--- config.mk ---
export PLATFORM = sky130hd
export DESIGN_NAME = top_level
export DESIGN_NICKNAME = d
export VERILOG_FILES = /design/src/rtl/top_level.sv
export SDC_FILE = /design/constraint.sdc
export NUM_CORES = 1
export LEC_CHECK = 0
export BUFFER_PORTS_ARGS = -buffer_cell sky130_fd_sc_hd__clkbuf_2
export CORE_AREA = 2 2 39 41
export DETAILED_ROUTE_END_ITERATION = 10
export DIE_AREA = 0 0 41 43
export SYNTH_ARGS = -nofsm -noshare
export SYNTH_HDL_FRONTEND = slang
export SYNTH_HIERARCHICAL = 1
export SYNTH_SLANG_ARGS = --single-unit
--- constraint.sdc ---
create_clock -name clk -period 3.1 [get_ports clk]
set_input_delay 0.155 -clock clk [delete_from_list [all_inputs] [get_ports clk]]
set_output_delay 0.155 -clock clk [all_outputs]
set_load 0.01 [all_outputs]
--- src/rtl/top_level.sv ---
//------------------------------------------------------------------------------
// Module  : top_level
// Brief   : Hamming(16,11) SECDED encoder over an internal byte memory (dm1).
// Revision: 1.0 - initial release
//------------------------------------------------------------------------------
`default_nettype none

module data_mem #(
    parameter int DEPTH  = 256,
    parameter int ADDR_W = 8
) (
    input  logic              clk,
    input  logic              i_we,
    input  logic [ADDR_W-1:0] i_waddr,
    input  logic [7:0]        i_wdata,
    input  logic [ADDR_W-1:0] i_raddr,
    output logic [7:0]        o_rdata
);
    logic [7:0] core [0:DEPTH-1];

    assign o_rdata = core[i_raddr];

    always_ff @(posedge clk) begin
        if (i_we) begin
            core[i_waddr] <= i_wdata;
        end
    end
endmodule

module top_level #(
    parameter int NUM_MSG   = 15,
    parameter int OUT_BASE  = 30,
    parameter int MEM_DEPTH = 256
) (
    input  logic clk,
    input  logic reset,
    input  logic req,
    output logic done
);
    localparam int ADDR_W = $clog2(MEM_DEPTH);

    localparam logic [2:0] S_IDLE  = 3'd0;
    localparam logic [2:0] S_RD_LO = 3'd1;
    localparam logic [2:0] S_RD_HI = 3'd2;
    localparam logic [2:0] S_WR_LO = 3'd3;
    localparam logic [2:0] S_WR_HI = 3'd4;
    localparam logic [2:0] S_FIN   = 3'd5;

    localparam logic [3:0]        c_last     = 4'(NUM_MSG - 1);
    localparam logic [ADDR_W-1:0] c_out_base = ADDR_W'(OUT_BASE);

    logic [2:0] r_state;
    logic [3:0] r_idx;
    logic [7:0] r_lo;
    logic [2:0] r_hi;
    logic       r_done;

    logic [11:1]       w_d;
    logic              w_p8, w_p4, w_p2, w_p1, w_p0;
    logic [15:0]       w_word;
    logic [ADDR_W-1:0] w_msg_base;
    logic [ADDR_W-1:0] w_raddr;
    logic [ADDR_W-1:0] w_waddr;
    logic [7:0]        w_rdata;
    logic [7:0]        w_wdata;
    logic              w_we;
    logic              w_unused;

    assign w_d  = {r_hi, r_lo};
    assign w_p8 = ^w_d[11:5];
    assign w_p4 = (^w_d[11:8]) ^ (^w_d[4:2]);
    assign w_p2 = w_d[11] ^ w_d[10] ^ w_d[7] ^ w_d[6] ^ w_d[4] ^ w_d[3] ^ w_d[1];
    assign w_p1 = w_d[11] ^ w_d[9] ^ w_d[7] ^ w_d[5] ^ w_d[4] ^ w_d[2] ^ w_d[1];
    assign w_p0 = (^w_d[11:1]) ^ w_p8 ^ w_p4 ^ w_p2 ^ w_p1;

    assign w_word = {w_d[11:5], w_p8, w_d[4:2], w_p4, w_d[1], w_p2, w_p1, w_p0};

    // Message i occupies bytes 2i/2i+1 on input and OUT_BASE+2i/+2i+1 on output.
    assign w_msg_base = {{(ADDR_W-5){1'b0}}, r_idx, 1'b0};
    assign w_raddr    = w_msg_base | {{(ADDR_W-1){1'b0}}, (r_state == S_RD_HI)};
    assign w_waddr    = w_msg_base + c_out_base + {{(ADDR_W-1){1'b0}}, (r_state == S_WR_HI)};
    assign w_we       = (r_state == S_WR_LO) || (r_state == S_WR_HI);
    assign w_wdata    = (r_state == S_WR_HI) ? w_word[15:8] : w_word[7:0];

    // Upper five bits of the high input byte carry no message data.
    assign w_unused = ^w_rdata[7:3];

    data_mem #(
        .DEPTH  (MEM_DEPTH),
        .ADDR_W (ADDR_W)
    ) dm1 (
        .clk     (clk),
        .i_we    (w_we),
        .i_waddr (w_waddr),
        .i_wdata (w_wdata),
        .i_raddr (w_raddr),
        .o_rdata (w_rdata)
    );

    always_ff @(posedge clk or negedge reset) begin
        if (!reset) begin
            r_state <= S_IDLE;
            r_idx   <= 4'd0;
            r_lo    <= 8'd0;
            r_hi    <= 3'd0;
            r_done  <= 1'b0;
        end else begin
            case (r_state)
                S_IDLE: begin
                    if (req) begin
                        r_done  <= 1'b0;
                        r_idx   <= 4'd0;
                        r_state <= S_RD_LO;
                    end
                end
                S_RD_LO: begin
                    r_lo    <= w_rdata;
                    r_state <= S_RD_HI;
                end
                S_RD_HI: begin
                    r_hi    <= w_rdata[2:0];
                    r_state <= S_WR_LO;
                end
                S_WR_LO: begin
                    r_state <= S_WR_HI;
                end
                S_WR_HI: begin
                    if (r_idx == c_last) begin
                        r_state <= S_FIN;
                    end else begin
                        r_idx   <= r_idx + 4'd1;
                        r_state <= S_RD_LO;
                    end
                end
                S_FIN: begin
                    r_done  <= 1'b1;
                    r_state <= S_IDLE;
                end
                default: begin
                    r_state <= S_IDLE;
                end
            endcase
        end
    end

    assign done = r_done;
endmodule

`default_nettype wire

==> reports/metrics.yaml <==
die_x_um: 41
cts.htree.levels: 1
antenna_found_initial: 0
synth_seq_area_share_pct: 43.4
clk_pin_slew_ns: 0.06
fin_crit_ns: 1.32
coreArea_um2: 1380
hold_viol_final: 0
numPortBuffers: 3
tritoncts: "yes"
die_y_um: 43
p_total_mw: 0.422
wl_met2_um: 389
worstPathCellList: "inv_1, ha_1, and3_1, nor3_1, nor3_1"
timing.fmax_mhz: 756
drt-pass1-iter-count: 2
power_density_nw_per_um2: 823
cts-root-buf: "clkbuf_4"
post-route-period-util_pct: 42.7
start_kind: "register"
p_clk_share_pct: 19.7
stdcell_count: 71
grt_overflow_total: 0
synthTopCellsByArea: "dfrtp_1 43%, nand3_1 7.6%, ha_1 5.4%, nor3_1 4.3%, a21oi_2 3.8%"
rows: 14
required_ns: 3.24
wl_per_cell_um: 12.5
switchingPower_mw: 0.178
drc: 0
rsz0062_at_grt: "no"
boundaryPins: 4
ys_warn_count: 6
initial_core_util_pct: 33.4
finalNetCount: 62
critPathSlowestCell: "dfrtp_1"
synth_cells: 50
setup_tns_ns: 0
seq_power_share_pct: 49.6
die_area_um2: 1760
globalRouteTotalUtil_pct: 12.2
vias: 376
drt_iter0_markers: 3
skew_ns: 0.00108
grt_pass1_wl_mm: 1.37
intPower_mw: 0.244
hold_path.class: "in -> reg"
drive_gt1_share_pct: 18.2
synth_area_um2: 462
m1WireLength_um: 436
wl_met3_um: 30
synth-seq-cells: 8
num_antenna_cells: 0
top_layer_used: "met4"
synth_top_cell_by_area: "dfrtp_1"
antenna_left: 0
dp_hpwl_um: 616
switching_share_pct: 42.1
maxSlewHeadroom_pct: 67.1
cts.sinks: 8
cpPeakStageDelay_ns: 0.44
cp_common_cell: "nor3_1"
status: "finished, final reports clean"
clock_latency_ns: 0.26
cap_violations: 0
postRouteWirelength_um: 885
place.gp.congestion: 0.741
cts_buffer_depth: 2
synth_cell_types: 23
cp_max_fo: 6
area_growth_pct: 11.1
via_per_inst: 5.30
grt_start_max_net_pins: 17
slew_viol_final: 0
vdd_drop_max_mv: 0.259
critPathCaptureType: "register"
syn_area_per_cell_um2: 9.23
synth_fp_nets: 55
synth_top_area_share_pct: 43.4
place_inst: 67
critPathKind: "reg -> reg"
worstMarginPinSlew_ns: 0.494
grt_pass1_vias: 344
leakagePower_nw: 0.218
cts_buffers: 3
combPwrFrac_pct: 30.7
setup_viol: 0
worstPathArrival_ns: 1.47
## flip-flops by register name (all words and copies together), names as in the netlist
name     cells
r_idx        4
done         1
r_state      3
## through the flow
stage                     cell area, um^2  hold slack (ns)  utilization, %  worst slack, ns
after floorplan                       462           -0.141               -             1.92
after global placement                480           0.0167            34.7             1.81
after detailed placement              480           0.0201            34.7             1.80
after CTS                             513            0.250            37.1             1.78
after global routing                  513            0.280            37.1             1.67
final                                 513            0.247            37.1             1.78
## worst paths after layout
kind / startpoint / to / slack, ns / cells past startpoint
max in group asynchronous: reset / r_idx[2]$_DFFE_PN0P_ / 2.65 / 2
worst min-delay path: req / r_state[0]$_DFFE_PN0P_ / 0.25 / 3
min in group asynchronous: reset / r_idx[1]$_DFFE_PN0P_ / 0.27 / 2
worst min register to register: done$_DFFE_PN0P_ / done$_DFFE_PN0P_ / 0.53 / 2
worst max-delay path: r_idx[0]$_DFFE_PN0P_ / r_idx[2]$_DFFE_PN0P_ / 1.78 / 5
worst max register to register: r_idx[0]$_DFFE_PN0P_ / r_idx[2]$_DFFE_PN0P_ / 1.78 / 5
## critical path, delay by kind of cell (launching register included)
kind | cells | cell delay (ns)
flip-flops | 1 | 0.44
AND/OR/NAND/NOR | 3 | 0.44
adder cells (fa/ha/maj) | 1 | 0.23
buffers and inverters | 1 | 0.09
## area by class of cell
type / count / area, um^2
well taps: 16 / 20.0
flip-flops and latches: 8 / 200
multi-input cells: 37 / 234
repair buffers: 4 / 25.0
fillers: 142 / 871
clock buffers: 3 / 22.5
inverters: 3 / 11.3
## cell families (layout without fill, tap and decap cells)
group / after synthesis / after routing / synth area share (%)
adder cells (fa/ha/maj): 2 / 2 / 5.42
XOR/XNOR: 1 / 1 / 1.90
AND/OR/NAND/NOR: 24 / 24 / 29.5
AO/OA/AOI/OAI: 10 / 10 / 13.8
buffers and inverters: 5 / 10 / 5.96
flip-flops: 8 / 8 / 43.4
## layout by cell type, fill, tap and decap left out
cell type / Yosys / routed
nand3_1: 7 / 7
xnor2_1: 1 / 1
nand4_1: 2 / 2
clkbuf_2: 0 / 3
a41oi_1: 1 / 1
nand4b_1: 1 / 1
dfrtp_1: 8 / 8
inv_1: 3 / 3
o21ai_1: 3 / 3
dlygate4sd3_1: 0 / 1
nor2_2: 1 / 1
a21oi_1: 3 / 3
or3b_1: 1 / 1
a211oi_1: 1 / 1
ha_1: 2 / 2
nor2_1: 3 / 3
nor4_1: 1 / 1
clkbuf_4: 0 / 3
nor3_1: 4 / 4
or3b_4: 1 / 1
and3_1: 1 / 1
or2_1: 1 / 1
a21oi_2: 2 / 2
nand2_1: 1 / 1
## timing repair
item,in CTS,in global routing
buffers inserted,0,0
hold endpoints to repair,8,0
hold buffers,1,0
gates resized for setup,0,0
## Yosys cell counts (all sizes together)
cell type / number
a211oi: 1
a21oi: 5
a41oi: 1
and3: 1
buf: 2
dfrtp: 8
ha: 2
inv: 3
nand2: 1
nand3: 7
nand4: 2
nand4b: 1
nor2: 4
nor3: 4
nor4: 1
o21ai: 3
or2: 1
or3b: 2
xnor2: 1
## metal layers
metal  vias up  global-route usage (%)
li1        196                       -
met1       168                    14.1
met2         7                    16.9
met3         5                    4.71
met4         0                    10.0
met5         -                       0
## power by group through the flow
stage	clock (mW)	sequential (mW)	combinational [mW]
floorplan	0	0.177	0.141
global placement	0	0.211	0.127
detailed placement	0	0.211	0.130
CTS	0.0841	0.209	0.132
global route	0.0908	0.216	0.150
finish	0.0833	0.209	0.129
(Power assumes the default switching activity.)
